==> config.mk <==
export PLATFORM = sky130hd
export DESIGN_NAME = uart_tx
export DESIGN_NICKNAME = d
export VERILOG_FILES = /design/src/rtl/uart_tx.sv
export SDC_FILE = /design/constraint.sdc
export NUM_CORES = 1
export LEC_CHECK = 0
export ABC_AREA = 0
export CORE_ASPECT_RATIO = 1.25
export CORE_MARGIN = 5
export CORE_UTILIZATION = 30
export DETAILED_ROUTE_END_ITERATION = 6
export GPL_ROUTABILITY_DRIVEN = 0
export GPL_TIMING_DRIVEN = 0
export SYNTH_ARGS = -nofsm -noshare
export SYNTH_HDL_FRONTEND = slang
export SYNTH_SLANG_ARGS = --single-unit
==> constraint.sdc <==
create_clock -name clk -period 2.7 [get_ports clk]
set_clock_uncertainty 0.2 [all_clocks]
set_input_delay 0.27 -clock clk [delete_from_list [all_inputs] [get_ports clk]]
set_output_delay 0.27 -clock clk [all_outputs]
set_load 0.005 [all_outputs]
==> src/rtl/uart_tx.sv <==
// rtl/uart_tx.sv - Byte-wide 8N1 UART transmitter with run-time bit period
//
// Ports:
//   clk                 system clock
//   resetn              synchronous active-low reset
//   cycles_per_databit  clock cycles per serial bit (0 and 1 behave as 2)
//   tx_start            level-held transmit request
//   tx_data             byte to send, sampled on the accept cycle only
//   tx_line             serial output, idle-high, registered
//   tx_busy             high from the accept cycle through the stop bit
//   tx_done             high once the frame is finished, until tx_start drops

module uart_tx (
    input  logic       clk,
    input  logic       resetn,
    input  logic [9:0] cycles_per_databit,
    input  logic       tx_start,
    input  logic [7:0] tx_data,
    output logic       tx_line,
    output logic       tx_busy,
    output logic       tx_done
);

    typedef enum logic [2:0] {
        S_IDLE  = 3'd0,
        S_START = 3'd1,
        S_DATA  = 3'd2,
        S_STOP  = 3'd3,
        S_DONE  = 3'd4
    } state_t;

    state_t     state, state_d;
    logic [9:0] timer_q, timer_d;
    logic [9:0] period_q, period_d;
    logic [3:0] index_q, index_d;
    logic [7:0] shift_q, shift_d;
    logic       line_d;
    logic       done_d;
    logic       bit_end;
    logic [9:0] timer_next;

    // The period register is only ever loaded with a clamped value (>= 2),
    // so period_q - 1 cannot underflow while a frame is in flight.
    assign bit_end    = (timer_q == (period_q - 10'd1));
    assign timer_next = bit_end ? 10'd0 : (timer_q + 10'd1);

    // The accept cycle counts as busy; resetn gates it so a held request
    // does not show busy while the block is being reset.
    assign tx_busy = (state == S_START) || (state == S_DATA) || (state == S_STOP) ||
                     ((state == S_IDLE) && tx_start && resetn);

    always_comb begin
        state_d  = state;
        timer_d  = timer_q;
        period_d = period_q;
        index_d  = index_q;
        shift_d  = shift_q;
        line_d   = 1'b1;
        done_d   = (state == S_DONE);

        case (state)
            S_IDLE: begin
                line_d  = 1'b1;
                timer_d = 10'd0;
                if (tx_start) begin
                    shift_d  = tx_data;
                    period_d = (cycles_per_databit < 10'd2) ? 10'd2 : cycles_per_databit;
                    timer_d  = 10'd0;
                    index_d  = 4'd0;
                    state_d  = S_START;
                end
            end
            S_START: begin
                line_d  = 1'b0;
                timer_d = timer_next;
                if (bit_end) begin
                    state_d = S_DATA;
                end
            end
            S_DATA: begin
                line_d  = shift_q[0];
                timer_d = timer_next;
                if (bit_end) begin
                    shift_d = {1'b0, shift_q[7:1]};
                    index_d = index_q + 4'd1;
                    if (index_q == 4'd7) begin
                        state_d = S_STOP;
                    end
                end
            end
            S_STOP: begin
                line_d  = 1'b1;
                timer_d = timer_next;
                if (bit_end) begin
                    state_d = S_DONE;
                end
            end
            S_DONE: begin
                line_d  = 1'b1;
                timer_d = 10'd0;
                if (!tx_start) begin
                    state_d = S_IDLE;
                end
            end
            default: begin
                state_d = S_IDLE;
                timer_d = 10'd0;
                index_d = 4'd0;
            end
        endcase
    end

    // Line and done are registered from the current state, so the line
    // lags the state by one clock: accept at edge N, start bit at edge N+1.
    always_ff @(posedge clk) begin
        if (!resetn) begin
            state    <= S_IDLE;
            timer_q  <= 10'd0;
            period_q <= 10'd2;
            index_q  <= 4'd0;
            shift_q  <= 8'd0;
            tx_line  <= 1'b1;
            tx_done  <= 1'b0;
        end else begin
            state    <= state_d;
            timer_q  <= timer_d;
            period_q <= period_d;
            index_q  <= index_d;
            shift_q  <= shift_d;
            tx_line  <= line_d;
            tx_done  <= done_d;
        end
    end

endmodule

==> metrics.txt, run 1 <==
# TYPE chip_impl_metric gauge
chip_impl_metric{name="core_area",unit="um^2"} 6250
chip_impl_metric{name="insertion_delay",unit="ns"} 0.29
chip_impl_metric{name="post_route_cells_drive_above_1_share",unit="%"} 11.7
chip_impl_metric{name="cts_made_buffers",unit=""} 5
chip_impl_metric{name="grt_pass1_wl",unit="um"} 7770
chip_impl_metric{name="detail_route.first_pass.iterations",unit=""} 4
chip_impl_metric{name="power",unit="mW"} 1.17
chip_impl_info{name="crit_type",value="reg -> reg"} 1
chip_impl_metric{name="critPathArrivalTime",unit="ns"} 2.67
chip_impl_metric{name="detail_route.wl_per_cell",unit="um"} 12.2
chip_impl_metric{name="slew-limit-headroom",unit="%"} 66.9
chip_impl_info{name="yosys.area.top_type",value="sky130_fd_sc_hd__dfxtp_1"} 1
chip_impl_metric{name="n_fill_cell",unit=""} 681
chip_impl_metric{name="boundaryPins",unit=""} 24
chip_impl_metric{name="global_routing_met2_resource_utilization",unit="%"} 20.9
chip_impl_metric{name="grt_util_met3",unit="%"} 2.87
chip_impl_metric{name="leakage",unit="nW"} 0.932
chip_impl_metric{name="groute.usage.overall",unit="%"} 12.0
chip_impl_metric{name="yosysWarningCount",unit=""} 0
chip_impl_metric{name="ys_types",unit=""} 51
chip_impl_metric{name="row_count",unit=""} 32
chip_impl_metric{name="grt_start_max_net_pins",unit=""} 12
chip_impl_metric{name="final.period_utilization",unit="%"} 98.0
chip_impl_metric{name="multi_input_comb_area",unit="um^2"} 1170
chip_impl_metric{name="critical_path.max_stage_delay",unit="ns"} 0.38
chip_impl_metric{name="max-clock-path-buffers",unit=""} 2
chip_impl_metric{name="via_per_inst",unit=""} 4.86
chip_impl_metric{name="syn_area",unit="um^2"} 1950
chip_impl_metric{name="cts.sinks",unit=""} 37
chip_impl_info{name="crit_chain",value="or3_4, or3_1, a221o_1, a211oi_4, buf_4, nand3_2, or3_1, a21boi_1"} 1
chip_impl_metric{name="post-synth-top-area-fraction",unit="%"} 38.0
chip_impl_metric{name="switching_power_of_the_nets",unit="mW"} 0.319
chip_impl_metric{name="antennaDiodeCount",unit=""} 0
chip_impl_metric{name="maxCapViolations",unit=""} 0
chip_impl_metric{name="power.share.switching",unit="%"} 27.3
chip_impl_metric{name="finalNonFillerCells",unit=""} 368
chip_impl_info{name="worst_hold_path_type",value="reg -> reg"} 1
chip_impl_metric{name="ir_drop",unit="mV"} 0.245
chip_impl_info{name="outcome",value="finished, final reports clean"} 1
chip_impl_metric{name="preCtsSetupSlack",unit="ns"} -0.0932
chip_impl_metric{name="synth_cells",unit=""} 247
chip_impl_metric{name="timing.setup.tns",unit="ns"} 0
chip_impl_metric{name="initial_core_util",unit="%"} 31.2
chip_impl_info{name="endpoint_kind",value="flop"} 1
chip_impl_metric{name="syn2layout_area_growth",unit="%"} 26.9
chip_impl_info{name="grt_setup_unrepaired",value="yes"} 1
chip_impl_metric{name="number_of_pins_exceeding_their_max_slew_limit_in_the_final_report",unit=""} 0
chip_impl_metric{name="die_height",unit="um"} 100
chip_impl_metric{name="drc_violations_left",unit=""} 0
chip_impl_metric{name="die_w",unit="um"} 82.1
chip_impl_metric{name="number_of_antenna_violations_at_the_first_check_in_global_routing",unit=""} 0
chip_impl_metric{name="fmax",unit="MHz"} 378
chip_impl_info{name="critical_path.startpoint_type",value="flop"} 1
chip_impl_metric{name="die_area",unit="um^2"} 8220
chip_impl_metric{name="ys_ff_latch",unit=""} 37
chip_impl_metric{name="count_of_flip_flops_with_a_built_in_enable_after_synthesis",unit=""} 0
chip_impl_metric{name="combinationalPowerShare",unit="%"} 17.4
chip_impl_metric{name="min_period",unit="ns"} 2.65
chip_impl_metric{name="initialDrtViolationCount",unit=""} 83
chip_impl_metric{name="post_synth.cell_area_avg",unit="um^2"} 7.89
chip_impl_metric{name="nNetsFinal",unit=""} 306
chip_impl_info{name="clock_tree_root_buffer_cell",value="sky130_fd_sc_hd__clkbuf_8"} 1
chip_impl_metric{name="finalHoldViolCount",unit=""} 0
chip_impl_metric{name="seqPwrFrac",unit="%"} 50.3
chip_impl_info{name="tritoncts",value="done"} 1
chip_impl_metric{name="wl",unit="um"} 4490
chip_impl_metric{name="finalSetupViolations",unit=""} 0
chip_impl_metric{name="placement.io_buffers",unit=""} 23
chip_impl_metric{name="max_fanout_on_critical_path",unit=""} 3
chip_impl_info{name="ys.flop_type",value="sky130_fd_sc_hd__dfxtp_1"} 1
chip_impl_metric{name="hpwlAfterDp",unit="um"} 3330
chip_impl_metric{name="cell_internal_pwr",unit="mW"} 0.848
chip_impl_metric{name="clock_tree.htree_level_count",unit=""} 2
chip_impl_info{name="worst_path_most_repeated_cell",value="sky130_fd_sc_hd__or3_1"} 1
chip_impl_metric{name="critical_path_buf_inv_count",unit=""} 1
chip_impl_metric{name="clkTransAtPathRegs",unit="ns"} 0.07
chip_impl_metric{name="synth_seq_area_share",unit="%"} 38.0
chip_impl_metric{name="total_congestion_overflow",unit=""} 0
chip_impl_metric{name="numPlacedInstances",unit=""} 355
chip_impl_metric{name="mappedNetlistNets",unit=""} 271
chip_impl_metric{name="postLayoutCoreUtil",unit="%"} 39.6
chip_impl_info{name="yosys.cell_count.top_type",value="sky130_fd_sc_hd__nand2_1"} 1
chip_impl_info{name="synth_top_cells_by_area",value="sky130_fd_sc_hd__dfxtp_1, sky130_fd_sc_hd__nand2_1, sky130_fd_sc_hd__xor2_1"} 1
chip_impl_metric{name="reg_area",unit="um^2"} 753
chip_impl_metric{name="drtAntennaViolNets",unit=""} 0
chip_impl_metric{name="cts-hold-fix-buffers",unit=""} 0
chip_impl_info{name="path_delay_family",value="simple AND/OR/NAND/NOR gates"} 1
chip_impl_metric{name="tightest_slew",unit="ns"} 0.492
chip_impl_metric{name="post_synthesis_async_set_or_reset_flop_share",unit="%"} 0
chip_impl_info{name="grt_most_used_layer",value="met2"} 1
chip_impl_metric{name="cellPowerDensity",unit="nW/um^2"} 472
chip_impl_metric{name="via_count",unit=""} 1789
chip_impl_metric{name="grt_util_met1",unit="%"} 13.8
chip_impl_metric{name="layout_setup_ws",unit="ns"} 0.0537
chip_impl_info{name="crit_path_top_delay_cell",value="sky130_fd_sc_hd__or3_4"} 1
chip_impl_metric{name="required",unit="ns"} 2.72
chip_impl_info{name="synth_commonest_cells",value="sky130_fd_sc_hd__nand2_1, sky130_fd_sc_hd__dfxtp_1, sky130_fd_sc_hd__nor2_1"} 1
chip_impl_metric{name="share_clk_of_total_power",unit="%"} 32.2
chip_impl_metric{name="grt_pass1_vias",unit=""} 1720
[metal layers]
metal	vias to the layer above	wire length, um
li1	917	-
met1	840	1960
met4	0	98
met5	-	0
met2	24	2250
met3	8	169
[through the flow]
step | area [um^2] | hold WS [ns]
after floorplan | 1950 | 0.194
after global placement | 2280 | 0.246
after detailed placement | 2280 | 0.255
after CTS | 2430 | 0.266
after global routing | 2470 | 0.285
final | 2470 | 0.262
[layout by cell type (no fill, tap or decap), types with 4 or more instances in the layout]
| cell type | Yosys | layout |
|---|---|---|
| sky130_fd_sc_hd__or3_1 | 5 | 4 |
| sky130_fd_sc_hd__nand3_1 | 8 | 7 |
| sky130_fd_sc_hd__clkdlybuf4s50_1 | 0 | 23 |
| sky130_fd_sc_hd__nor2_1 | 20 | 20 |
| sky130_fd_sc_hd__a21oi_1 | 13 | 13 |
| sky130_fd_sc_hd__nor3_1 | 7 | 6 |
| sky130_fd_sc_hd__clkbuf_1 | 9 | 10 |
| sky130_fd_sc_hd__clkbuf_8 | 0 | 5 |
| sky130_fd_sc_hd__nor4_1 | 4 | 4 |
| sky130_fd_sc_hd__xor2_1 | 10 | 10 |
| sky130_fd_sc_hd__inv_1 | 9 | 9 |
| sky130_fd_sc_hd__buf_4 | 2 | 4 |
| sky130_fd_sc_hd__dfxtp_1 | 37 | 33 |
| sky130_fd_sc_hd__xnor2_1 | 8 | 8 |
| sky130_fd_sc_hd__nand2_1 | 59 | 59 |
| sky130_fd_sc_hd__mux2i_1 | 7 | 7 |
[registers in the layout, summed over array words and instances (netlist names)]
| register | count |
|---|---|
| timer_q | 10 |
| tx_line | 1 |
| tx_done | 1 |
| shift_q | 8 |
| index_q | 4 |
| period_q | 10 |
| state | 3 |
[area by class of cell]
class                      count  share of cell area (%)
tap                           85                    4.30
inverter                       9                    1.37
multi-input combinational    190                    47.3
buffer                        11                    2.28
clock buffer                   6                    2.94
clock inverter                 2                   0.405
timing repair buffer          28                    11.0
sequential                    37                    30.5
[cell families (layout without fill, tap and decap cells)]
logic type                 count (synthesis)  after routing  share of synthesized area [%]
xor gates and xnor gates                  18             18                           8.09
muxes                                      7              7                           3.60
and+or+nand+nor                          123            123                           29.9
AOI/OAI and AO/OA                         39             39                           14.2
adders and majority gates                  3              3                           1.93
buffers and inverters                     20             56                           4.24
DFF                                       37             37                           38.0
[path summary, 6_finish.rpt]
path	start	end	slack [ns]	cells after the start
setup / recovery	period_q[3]$_SDFFE_PN0P_	state[2]$_SDFFE_PN0P_	0.05	8
hold reg to reg	shift_q[3]$_SDFFE_PN0P_	shift_q[3]$_SDFFE_PN0P_	0.26	2
setup reg to reg	period_q[3]$_SDFFE_PN0P_	state[2]$_SDFFE_PN0P_	0.05	8
hold / removal	shift_q[3]$_SDFFE_PN0P_	shift_q[3]$_SDFFE_PN0P_	0.26	2
[timing repair]
| item | in CTS | in global routing |
|---|---|---|
| pin swaps | 3 | 2 |
| endpoints found under the setup margin | 21 | 24 |
| buffers inserted | 3 | 1 |
| resized for setup | 13 | 6 |
| gates cloned | 1 | 0 |
[worst register-to-register path: cells and delay by family (launching register included)]
family                 cells  cell delay, ns
buffers and inverters      1            0.16
AOI/OAI and AO/OA          3            0.69
and+or+nand+nor            4            1.18
DFF                        1            0.35
[power groups by stage]
stage	registers (mW)	logic, mW	clock network (mW)
after global routing	0.591	0.227	0.424
final	0.587	0.203	0.376
after floorplan	0.596	0.119	0
after CTS	0.587	0.198	0.390
after global placement	0.600	0.181	0
after detailed placement	0.601	0.183	0
(Power assumes the default switching activity.)
==> run 2, diff against run 1 <==
--- a/config.mk
+++ b/config.mk
@@ -6,6 +6,7 @@
 export NUM_CORES = 1
 export LEC_CHECK = 0
 export ABC_AREA = 0
+export ABC_CLOCK_PERIOD_IN_PS = 2700
 export CORE_ASPECT_RATIO = 1.25
 export CORE_MARGIN = 5
 export CORE_UTILIZATION = 30
==> constraint.sdc (replaced) <==
create_clock -name clk -period 2.7 [get_ports clk]
set_clock_uncertainty 0.2 [all_clocks]
set_input_delay 0.405 -clock clk [delete_from_list [all_inputs] [get_ports clk]]
set_output_delay 0.405 -clock clk [all_outputs]
set_load 0.005 [all_outputs]
==> run 2 against run 1 <==
- sequential share of layout area barely moved
- utilization grew 0.060 points
- hold slack gained 0.00083 ns
==> metrics.txt, run 2 (synthesized netlist as in run 1, its figures left out) <==
# TYPE chip_impl_metric gauge
chip_impl_info{name="outcome",value="finished, final reports clean"} 1
chip_impl_info{name="hold_path.startpoint",value="shift_q[3]$_SDFFE_PN0P_"} 1
chip_impl_metric{name="critical_path.max_stage_delay",unit="ns"} 0.38
chip_impl_metric{name="insertion_delay",unit="ns"} 0.29
chip_impl_info{name="reg2reg_from",value="period_q[3]$_SDFFE_PN0P_"} 1
chip_impl_metric{name="slew-limit-headroom",unit="%"} 66.6
chip_impl_metric{name="number_of_antenna_violations_at_the_first_check_in_global_routing",unit=""} 0
chip_impl_info{name="worst_hold_path_type",value="reg -> reg"} 1
chip_impl_metric{name="maxCapViolations",unit=""} 0
chip_impl_metric{name="core_area",unit="um^2"} 6250
chip_impl_metric{name="critical_path_depth",unit=""} 8
chip_impl_metric{name="drc_violations_left",unit=""} 0
chip_impl_metric{name="n_fill_cell",unit=""} 681
chip_impl_metric{name="die_w",unit="um"} 82.1
chip_impl_metric{name="leakage",unit="nW"} 0.935
chip_impl_metric{name="detail_route.first_pass.iterations",unit=""} 4
chip_impl_metric{name="detail_route.wl_per_cell",unit="um"} 12.2
chip_impl_metric{name="share_clk_of_total_power",unit="%"} 32.3
chip_impl_metric{name="grt_start_max_net_pins",unit=""} 12
chip_impl_info{name="worst_path_most_repeated_cell",value="sky130_fd_sc_hd__or3_1"} 1
chip_impl_metric{name="fmax",unit="MHz"} 379
chip_impl_metric{name="cellPowerDensity",unit="nW/um^2"} 472
chip_impl_info{name="endpoint_kind",value="flop"} 1
chip_impl_metric{name="drtAntennaViolNets",unit=""} 0
chip_impl_metric{name="finalHoldViolCount",unit=""} 0
chip_impl_info{name="timing.critical_path.to",value="state[2]$_SDFFE_PN0P_"} 1
chip_impl_metric{name="power",unit="mW"} 1.17
chip_impl_info{name="path_delay_family",value="simple AND/OR/NAND/NOR gates"} 1
chip_impl_metric{name="nNetsFinal",unit=""} 306
chip_impl_metric{name="finalNonFillerCells",unit=""} 368
chip_impl_metric{name="cell_internal_pwr",unit="mW"} 0.849
chip_impl_info{name="grt_setup_unrepaired",value="yes"} 1
chip_impl_metric{name="number_of_pins_exceeding_their_max_slew_limit_in_the_final_report",unit=""} 0
chip_impl_metric{name="post_route_cells_drive_above_1_share",unit="%"} 12.0
chip_impl_metric{name="die_height",unit="um"} 100
chip_impl_metric{name="setup.reg_to_reg.worst_slack",unit="ns"} 0.06
chip_impl_metric{name="grt_pass1_wl",unit="um"} 7770
chip_impl_metric{name="tightest_slew",unit="ns"} 0.497
chip_impl_metric{name="cts_made_buffers",unit=""} 5
chip_impl_info{name="crit_path_top_delay_cell",value="sky130_fd_sc_hd__or3_4"} 1
chip_impl_metric{name="max-clock-path-buffers",unit=""} 2
chip_impl_metric{name="combinationalPowerShare",unit="%"} 17.5
chip_impl_info{name="rr_endpoint",value="state[2]$_SDFFE_PN0P_"} 1
chip_impl_metric{name="boundaryPins",unit=""} 24
chip_impl_metric{name="clkTransAtPathRegs",unit="ns"} 0.07
chip_impl_metric{name="total_congestion_overflow",unit=""} 0
chip_impl_info{name="largestRegisters",value="period_q: 10 flops, timer_q: 10 flops, shift_q: 8 flops"} 1
chip_impl_metric{name="power.share.switching",unit="%"} 27.3
chip_impl_metric{name="wl",unit="um"} 4510
chip_impl_metric{name="seqPwrFrac",unit="%"} 50.3
chip_impl_metric{name="grt_pass1_vias",unit=""} 1720
chip_impl_metric{name="numPlacedInstances",unit=""} 355
chip_impl_metric{name="preCtsSetupSlack",unit="ns"} -0.0932
chip_impl_metric{name="max_fanout_on_critical_path",unit=""} 3
chip_impl_metric{name="syn2layout_area_growth",unit="%"} 27.1
chip_impl_metric{name="finalSetupViolations",unit=""} 0
chip_impl_metric{name="cts.sinks",unit=""} 37
chip_impl_metric{name="min_period",unit="ns"} 2.64
chip_impl_info{name="clock_tree_root_buffer_cell",value="sky130_fd_sc_hd__clkbuf_8"} 1
chip_impl_metric{name="clock_tree.htree_level_count",unit=""} 2
chip_impl_metric{name="post_route_cell_area",unit="um^2"} 2480
chip_impl_info{name="crit_chain",value="or3_4, or3_1, a221o_1, a211oi_4, buf_4, nand3_2, or3_1, a21boi_1"} 1
chip_impl_metric{name="ir_drop",unit="mV"} 0.245
chip_impl_metric{name="placement.io_buffers",unit=""} 23
chip_impl_metric{name="via_count",unit=""} 1781
chip_impl_metric{name="antennaDiodeCount",unit=""} 0
chip_impl_metric{name="r2r.worst_path.cells",unit=""} 8
chip_impl_metric{name="row_count",unit=""} 32
chip_impl_info{name="startpoint",value="period_q[3]$_SDFFE_PN0P_"} 1
chip_impl_info{name="critical_path.startpoint_type",value="flop"} 1
chip_impl_info{name="tritoncts",value="done"} 1
chip_impl_metric{name="final.period_utilization",unit="%"} 97.7
chip_impl_metric{name="initialDrtViolationCount",unit=""} 71
chip_impl_metric{name="critPathArrivalTime",unit="ns"} 2.66
chip_impl_metric{name="critical_path_buf_inv_count",unit=""} 1
chip_impl_metric{name="via_per_inst",unit=""} 4.84
chip_impl_info{name="crit_type",value="reg -> reg"} 1
chip_impl_metric{name="groute.usage.overall",unit="%"} 12.0
chip_impl_metric{name="hpwlAfterDp",unit="um"} 3330
chip_impl_metric{name="switching_power_of_the_nets",unit="mW"} 0.319
chip_impl_metric{name="layout_setup_ws",unit="ns"} 0.0624
chip_impl_metric{name="initial_core_util",unit="%"} 31.2
chip_impl_info{name="layout_commonest_cell",value="sky130_fd_sc_hd__nand2_1"} 1
chip_impl_metric{name="die_area",unit="um^2"} 8220
chip_impl_metric{name="postPlaceCellArea",unit="um^2"} 2280
chip_impl_metric{name="postLayoutCoreUtil",unit="%"} 39.6
chip_impl_info{name="layout_common_cells",value="sky130_fd_sc_hd__nand2_1, sky130_fd_sc_hd__dfxtp_1, sky130_fd_sc_hd__clkdlybuf4s50_1, sky130_fd_sc_hd__nor2_1, sky130_fd_sc_hd__a21oi_1"} 1
chip_impl_metric{name="required",unit="ns"} 2.72
==> run 2: area by class of cell <==
| type | instances | area, um^2 | area share, % |
|---|---|---|---|
| Buffer | 11 | 60.1 | 2.43 |
| Clock buffer | 6 | 72.6 | 2.93 |
| Clock inverter | 2 | 10.0 | 0.404 |
| Inverter | 9 | 33.8 | 1.36 |
| Multi-Input combinational cell | 190 | 1170 | 47.2 |
| Sequential cell | 37 | 753 | 30.4 |
| Tap cell | 85 | 106 | 4.30 |
| Timing Repair Buffer | 28 | 272 | 11.0 |
==> run 2: per-stage QoR <==
stage | setup TNS (ns) | hold WS (ns)
2_1_floorplan | 0 | 0.234
4_1_cts | 0 | 0.266
3_3_place_gp | -0.739 | 0.246
6_report | 0 | 0.263
5_1_grt | -0.640 | 0.285
3_5_place_dp | -1.17 | 0.255
==> run 2: metal layers <==
metal | up-vias | track usage [%] | routed length, um
li1 | 918 | - | -
met1 | 828 | 13.8 | 1970
met2 | 27 | 20.9 | 2260
met3 | 8 | 2.87 | 183
met4 | 0 | 4.99 | 97
met5 | - | 0 | 0
==> run 2: worst reg2reg max path: stages, from the launching register on <==
cell and delay (ns):
sky130_fd_sc_hd__dfxtp_4 0.35, sky130_fd_sc_hd__or3_4 0.39, sky130_fd_sc_hd__or3_1 0.37, sky130_fd_sc_hd__a221o_1 0.35
sky130_fd_sc_hd__a211oi_4 0.21, sky130_fd_sc_hd__buf_4 0.16, sky130_fd_sc_hd__nand3_2 0.09, sky130_fd_sc_hd__or3_1 0.33
sky130_fd_sc_hd__a21boi_1 0.13
==> run 2: timing repair <==
action,CTS,global route
hold buffers,0,0
pin swaps,3,2
setup endpoints to repair,22,25
gates resized for setup,14,8
gates cloned,1,0
setup buffers,3,1
==> run 2: how the worst min path moves through the flow <==
stage	end	slack, ns	depth (start not counted)
4_1_cts	shift_q[5]$_SDFFE_PN0P_	0.27	2
3_5_place_dp	shift_q[5]$_SDFFE_PN0P_	0.25	2
5_1_grt	shift_q[5]$_SDFFE_PN0P_	0.28	2
3_3_place_gp	shift_q[3]$_SDFFE_PN0P_	0.25	2
2_1_floorplan	shift_q[1]$_SDFFE_PN0P_	0.23	2
6_report	shift_q[3]$_SDFFE_PN0P_	0.26	2
==> run 2: power by group through the flow <==
| stage | Clock (mW) | Combinational (mW) | Sequential (mW) |
|---|---|---|---|
| floorplan | 0 | 0.119 | 0.596 |
| global placement | 0 | 0.181 | 0.600 |
| detailed placement | 0 | 0.183 | 0.601 |
| CTS | 0.390 | 0.198 | 0.587 |
| global route | 0.424 | 0.227 | 0.591 |
| finish | 0.377 | 0.204 | 0.587 |
